## config.mk

```make
export PLATFORM = sky130hd
export DESIGN_NAME = program_encoder
export DESIGN_NICKNAME = d
export VERILOG_FILES = /design/src/rtl/rv_isa_pkg.sv /design/src/rtl/rv_field_pack.sv /design/src/rtl/program_encoder.sv
export SDC_FILE = /design/constraint.sdc
export NUM_CORES = 1
export LEC_CHECK = 0
export ABC_AREA = 1
export CORE_UTILIZATION = 40
export CTS_CLUSTER_DIAMETER = 60
export DETAILED_ROUTE_END_ITERATION = 8
export GPL_TIMING_DRIVEN = 0
export PLACE_DENSITY = 0.84
export SYNTH_ARGS = -nofsm -noshare
export SYNTH_HDL_FRONTEND = slang
export SYNTH_SLANG_ARGS = --single-unit
```

## constraint.sdc

```tcl
create_clock -name clk -period 1.3 [get_ports clk]
set_input_delay 0.26 -clock clk [delete_from_list [all_inputs] [get_ports clk]]
set_output_delay 0.26 -clock clk [all_outputs]
set_load 0.01 [all_outputs]
```

## src/rtl/rv_isa_pkg.sv

```systemverilog
// RV32I encode-side constants and types shared by the program encoder, its
// field packer and the control decoder.
package rv_isa_pkg;
  localparam logic [6:0] OP_LW  = 7'b0000011;
  localparam logic [6:0] OP_SW  = 7'b0100011;
  localparam logic [6:0] OP_R   = 7'b0110011;
  localparam logic [6:0] OP_BEQ = 7'b1100011;

  localparam logic [2:0] F3_LWSW = 3'b010;
  localparam logic [2:0] F3_ADD  = 3'b000;
  localparam logic [2:0] F3_SLT  = 3'b010;
  localparam logic [2:0] F3_OR   = 3'b110;
  localparam logic [2:0] F3_AND  = 3'b111;
  localparam logic [2:0] F3_BEQ  = 3'b000;

  localparam logic [6:0] F7_BASE = 7'b0000000;
  localparam logic [6:0] F7_SUB  = 7'b0100000;

  // ALUControl codes as seen by the control decoder
  localparam logic [2:0] ALU_ADD = 3'b000;
  localparam logic [2:0] ALU_SUB = 3'b001;
  localparam logic [2:0] ALU_SLT = 3'b101;
  localparam logic [2:0] ALU_OR  = 3'b011;
  localparam logic [2:0] ALU_AND = 3'b010;

  typedef enum logic [1:0] {K_LW = 2'b00, K_SW = 2'b01, K_R = 2'b10, K_BEQ = 2'b11} kind_e;
  typedef enum logic [1:0] {E_NONE = 2'b00, E_ALU = 2'b01, E_IMM = 2'b10, E_OVF = 2'b11} err_e;

  typedef struct packed {
    kind_e       kind;
    logic [2:0]  alu;
    logic [4:0]  rd;
    logic [4:0]  rs1;
    logic [4:0]  rs2;
    logic [12:0] imm;
  } enc_req_t;
endpackage

```

## src/rtl/rv_field_pack.sv

```systemverilog
// Combinational RV32I word assembly and legality check for one request.
module rv_field_pack
  import rv_isa_pkg::*;
(
  input  enc_req_t    req,
  output logic [31:0] word,
  output err_e        err
);
  logic [2:0] f3;
  logic [6:0] f7;
  logic       alu_ok;

  always_comb begin
    f3     = F3_ADD;
    f7     = F7_BASE;
    alu_ok = 1'b1;
    case (req.alu)
      ALU_ADD: f3 = F3_ADD;
      ALU_SUB: begin f3 = F3_ADD; f7 = F7_SUB; end
      ALU_SLT: f3 = F3_SLT;
      ALU_OR:  f3 = F3_OR;
      ALU_AND: f3 = F3_AND;
      default: alu_ok = 1'b0;
    endcase
  end

  always_comb begin
    word = '0;
    err  = E_NONE;
    case (req.kind)
      K_LW: begin
        word = {req.imm[11:0], req.rs1, F3_LWSW, req.rd, OP_LW};
        if (req.imm[12] != req.imm[11]) err = E_IMM;
      end
      K_SW: begin
        word = {req.imm[11:5], req.rs2, req.rs1, F3_LWSW, req.imm[4:0], OP_SW};
        if (req.imm[12] != req.imm[11]) err = E_IMM;
      end
      K_R: begin
        word = {f7, req.rs2, req.rs1, f3, req.rd, OP_R};
        if (!alu_ok) err = E_ALU;
      end
      default: begin
        word = {req.imm[12], req.imm[10:5], req.rs2, req.rs1, F3_BEQ,
                req.imm[4:1], req.imm[11], OP_BEQ};
        if (req.imm[0]) err = E_IMM;
      end
    endcase
  end
endmodule

```

## src/rtl/program_encoder.sv

```systemverilog
// Streams encoded RV32I words into instruction memory from address 0,
// one accepted request per two cycles, until the last word or a fault.
module program_encoder
  import rv_isa_pkg::*;
#(
  parameter int ADDR_W = 6
) (
  input  logic              clk,
  input  logic              reset,
  input  logic              start,
  input  logic              in_valid,
  output logic              in_ready,
  input  logic [1:0]        in_kind,
  input  logic [2:0]        in_alu,
  input  logic [4:0]        in_rd,
  input  logic [4:0]        in_rs1,
  input  logic [4:0]        in_rs2,
  input  logic [12:0]       in_imm,
  input  logic              in_last,
  output logic              we,
  output logic [ADDR_W-1:0] wa,
  output logic [31:0]       wd,
  output logic [ADDR_W:0]   count,
  output logic              busy,
  output logic              done,
  output logic              err,
  output logic [1:0]        err_code
);
  localparam logic [1:0] S_LOAD  = 2'd0;
  localparam logic [1:0] S_EMIT  = 2'd1;
  localparam logic [1:0] S_DONE  = 2'd2;
  localparam logic [1:0] S_FAULT = 2'd3;

  logic [1:0]        state;
  logic [ADDR_W-1:0] addr;
  logic [ADDR_W:0]   cnt;
  logic [31:0]       word_q;
  logic              last_q;
  err_e              ecode;

  enc_req_t    req;
  logic [31:0] pk_word;
  err_e        pk_err;

  assign req = '{kind: kind_e'(in_kind), alu: in_alu, rd: in_rd,
                 rs1: in_rs1, rs2: in_rs2, imm: in_imm};

  rv_field_pack u_pack (.req(req), .word(pk_word), .err(pk_err));

  always_ff @(posedge clk) begin
    if (reset) begin
      state  <= S_LOAD;
      addr   <= '0;
      cnt    <= '0;
      word_q <= '0;
      last_q <= 1'b0;
      ecode  <= E_NONE;
    end else begin
      case (state)
        S_LOAD: if (in_valid) begin
          if (pk_err != E_NONE) begin
            ecode <= pk_err;
            state <= S_FAULT;
          end else begin
            word_q <= pk_word;
            last_q <= in_last;
            state  <= S_EMIT;
          end
        end
        S_EMIT: begin
          addr <= addr + ADDR_W'(1);
          cnt  <= cnt + (ADDR_W+1)'(1);
          if (last_q) state <= S_DONE;
          else if (addr == {ADDR_W{1'b1}}) begin
            ecode <= E_OVF;
            state <= S_FAULT;
          end else state <= S_LOAD;
        end
        S_DONE: if (start) begin
          addr  <= '0;
          cnt   <= '0;
          state <= S_LOAD;
        end
        default: if (start) begin
          addr  <= '0;
          cnt   <= '0;
          ecode <= E_NONE;
          state <= S_LOAD;
        end
      endcase
    end
  end

  // write enable is gated by reset combinationally so a reset in EMIT never writes
  assign we       = (state == S_EMIT) & ~reset;
  assign wa       = addr;
  assign wd       = word_q;
  assign count    = cnt;
  assign in_ready = (state == S_LOAD);
  assign busy     = (state != S_LOAD);
  assign done     = (state == S_DONE);
  assign err      = (state == S_FAULT);
  assign err_code = ecode;
endmodule

```

==> run metrics <==
GRT overflow=0; drt pass-1 iters=6; Port Buffer Count=between 80 and 90; nets=approximately 490; root buf cell=clkbuf_8; Post-Place Setup Slack=-0.6282 ns; Area Overhead vs Synth=66.67%; maximum fanout along the worst path=4; FF+latch area=972.2 µm²; Routed Antenna Nets=0; vias per cell=roughly 5; WP data arrival=between 1 and 1.5 ns; first-pass GRT wire length=about 12 mm; DRC=0; Rows=27; core area=0.005574 mm²; PwrDens=1030 mW/mm²; post-synth top area cell=dfxtp_1; CTS max path bufs=2; H-tree levels=2; GRT Total Usage=24.01%; type of origin of the critical path=register; initial antenna violation count=0; First DRT Iteration DRCs=~190; # fillers=471; max-cap viol count=0; CTS Sinks=47; WS Path Type=reg -> out; hpwl dp=~4.7 mm; RR Startpoint=state[1]; DP Area=0.003292 mm²; Setup violations, final=26; crit path to=we; share of cells above drive strength 1=approximately a third; CTS Hold Bufs=0; GP Congestion=between 0.8 and 0.9; DR vias=2633; I/O Pins=90; CTS tree=built; Syn Inst Count=~320; CP endpoint kind=primary output; average size of a mapped cell=7.251 µm²; clk_skew=~0.012 ns; Hold Path Class=in -> reg; Worst Setup SP=state[0]; yosys warns=0; top cells by area, synth=dfxtp_1 40%, nand2_1 11%, nor2_1 9.3%; Final period util=109.4%; die area=0.006147 mm²; Peak VDD IR=just under 600 µV; r2r endpoint=count[3]; Power Total=4.007 mW; Slew Limit Fails=0; status=finished with violations; min cycle time layout=1.422 ns; Netlist cell types=32; area of the multi-input gates=0.001355 mm²; Syn Std Cell Area=roughly 0.0023 mm²; Seq cells post-synth=47; clk_lat worst skew=0.31 ns; Die H=78.40 µm; Clock transition at path regs=roughly 0.10 ns; Max Clk Rate=703.3 MHz; Leakage=approximately 1.8 nW; # diodes=0; cts bufs inserted=5; R2R Setup Slk=-0.11 ns; fin area=0.003891 mm²; failing checks=negative setup slack; routed wire length per instance=14.85 µm; RSZ-0062 raised after global routing=yes; Detailed Route WL=7.721 mm; Initial Utilization=a little over two fifths; R2R depth=7; die width=78.40 µm; vias in the first global route=about 2500; Hold Vio Cnt, Final=0; largest net degree at the start of global routing=15; sequential share of the synthesized area=between 40% and 50%; CP required=between 1 and 1.5 ns; Synth top area share=40.30%; Final WS setup=-0.1218 ns; final core utilization=69.81%
## cells in the mapped netlist
cell type / instances
nand2_4: 9
nor2_4: 2
o22ai_1: 2
clkbuf_1: 3
o21ai_1: 1
inv_2: 5
o21ai_0: 29
nor2_1: 58
nand3_2: 2
nand2_2: 2
a21oi_1: 10
buf_2: 4
nor2_2: 1
buf_1: 1
nand3_1: 13
buf_12: 1
buf_6: 2
nand4_1: 4
conb_1: 1
a32o_1: 3
nand2_1: 69
ha_1: 2
a21oi_2: 10
inv_1: 28
o31ai_1: 2
nor3_1: 1
dfxtp_1: 47
a221oi_1: 3
clkbuf_2: 1
a221oi_2: 1
buf_4: 4
o211ai_1: 1
## per-layer routing
layer / GRT usage (%) / wire length, µm / vias up
met5: 0 / 0 / -
met4: 13.89 / 366 / 0
met3: 5.349 / 424 / 31
met2: 42.98 / 3993 / 109
met1: 25.82 / 2937 / 1202
li1: - / - / 1291
## registers in the layout (all words and copies together) (netlist names)
| register | cells |
|---|---|
| err_code | 2 |
| last_q | 1 |
| wa | 6 |
| state | 2 |
| count | 7 |
| wd | 29 |
## kinds of logic (layout without fill, tap and decap cells)
logic type / Yosys count / after routing / share of synthesized area [%]
other: 1 / 2 / 0.1606
adder cells (fa/ha/maj): 2 / 2 / 1.072
AO/OA/AOI/OAI: 62 / 62 / 16.88
AND/OR/NAND/NOR: 161 / 161 / 31.46
buffers and inverters: 49 / 174 / 10.13
flip-flops: 47 / 47 / 40.30
## through the flow
| step | hold WS [ns] | setup TNS, ns | cells |
|---|---|---|---|
| after floorplan | 0.4244 | 0 | 323 |
| after global placement | 0.4620 | -19.91 | 481 |
| after detailed placement | 0.4722 | -21.77 | 481 |
| after CTS | 0.2941 | -0.4139 | 509 |
| after global routing | 0.3141 | -3.913 | 520 |
| final | 0.3009 | -1.174 | 520 |
## where the power goes
group / switching, mW / internal (mW)
Clock: 0.511 / 0.769
Sequential: 0.0741 / 1.54
Combinational: 0.563 / 0.551
## layout make-up
cell class / count / share of cell area [%]
sequential: 47 / 24.98
buffer: 16 / 4.051
inverter: 33 / 3.312
clock buffer: 6 / 1.865
tap: 72 / 2.315
timing repair buffer: 117 / 27.11
clock inverter: 2 / 1.543
multi-input combinational: 227 / 34.82
## worst min-delay path by stage
stage	slack (ns)	cells after the start	endpoint	startpoint
2_1_floorplan	0.42	2	wd[15]	in_rs1[0]
3_3_place_gp	0.46	2	wd[6]	wd[6]
3_5_place_dp	0.47	2	wd[21]	wd[21]
4_1_cts	0.29	4	wd[4]	in_kind[0]
5_1_grt	0.31	4	wd[4]	in_kind[0]
6_report	0.30	4	wd[4]	in_kind[0]
## worst max-delay path, cell delays in order (launching register included)
cell and delay, ns:
dfxtp_4 0.39, inv_2 0.05, nor2_4 0.11, inv_2 0.07, nor2_4 0.11, buf_6 0.12
## timing repair
action / 4_1_cts / 5_1_grt
pin swaps: 15 / 25
gates resized for setup: 140 / 60
setup endpoints to repair: 89 / 51
setup buffers: 19 / 10
gates cloned: 1 / 2
## cell usage in the layout, fill, tap and decap left out, types with 2 or more instances in the layout
cell / n
buf_4: 30
buf_2: 4
bufinv_16: 2
o31ai_1: 2
inv_1: 22
inv_4: 2
buf_6: 11
inv_2: 9
o21ai_2: 11
nand3_1: 11
nor2_4: 7
nand2_2: 8
nand2_1: 60
dfxtp_1: 32
a21oi_2: 15
conb_1: 2
clkbuf_2: 4
clkbuf_8: 6
nor2_2: 2
dlygate4sd2_1: 45
dfxtp_2: 10
a221oi_2: 2
o22ai_1: 2
a221oi_1: 2
ha_4: 2
o21ai_0: 10
nand2_4: 12
buf_8: 2
clkdlybuf4s50_1: 32
nand3_2: 2
nand4_1: 4
a21oi_1: 5
nor2_1: 52
nand3_4: 2
a32o_1: 3
dfxtp_4: 5
o21ai_1: 9
(Power assumes the default switching activity.)
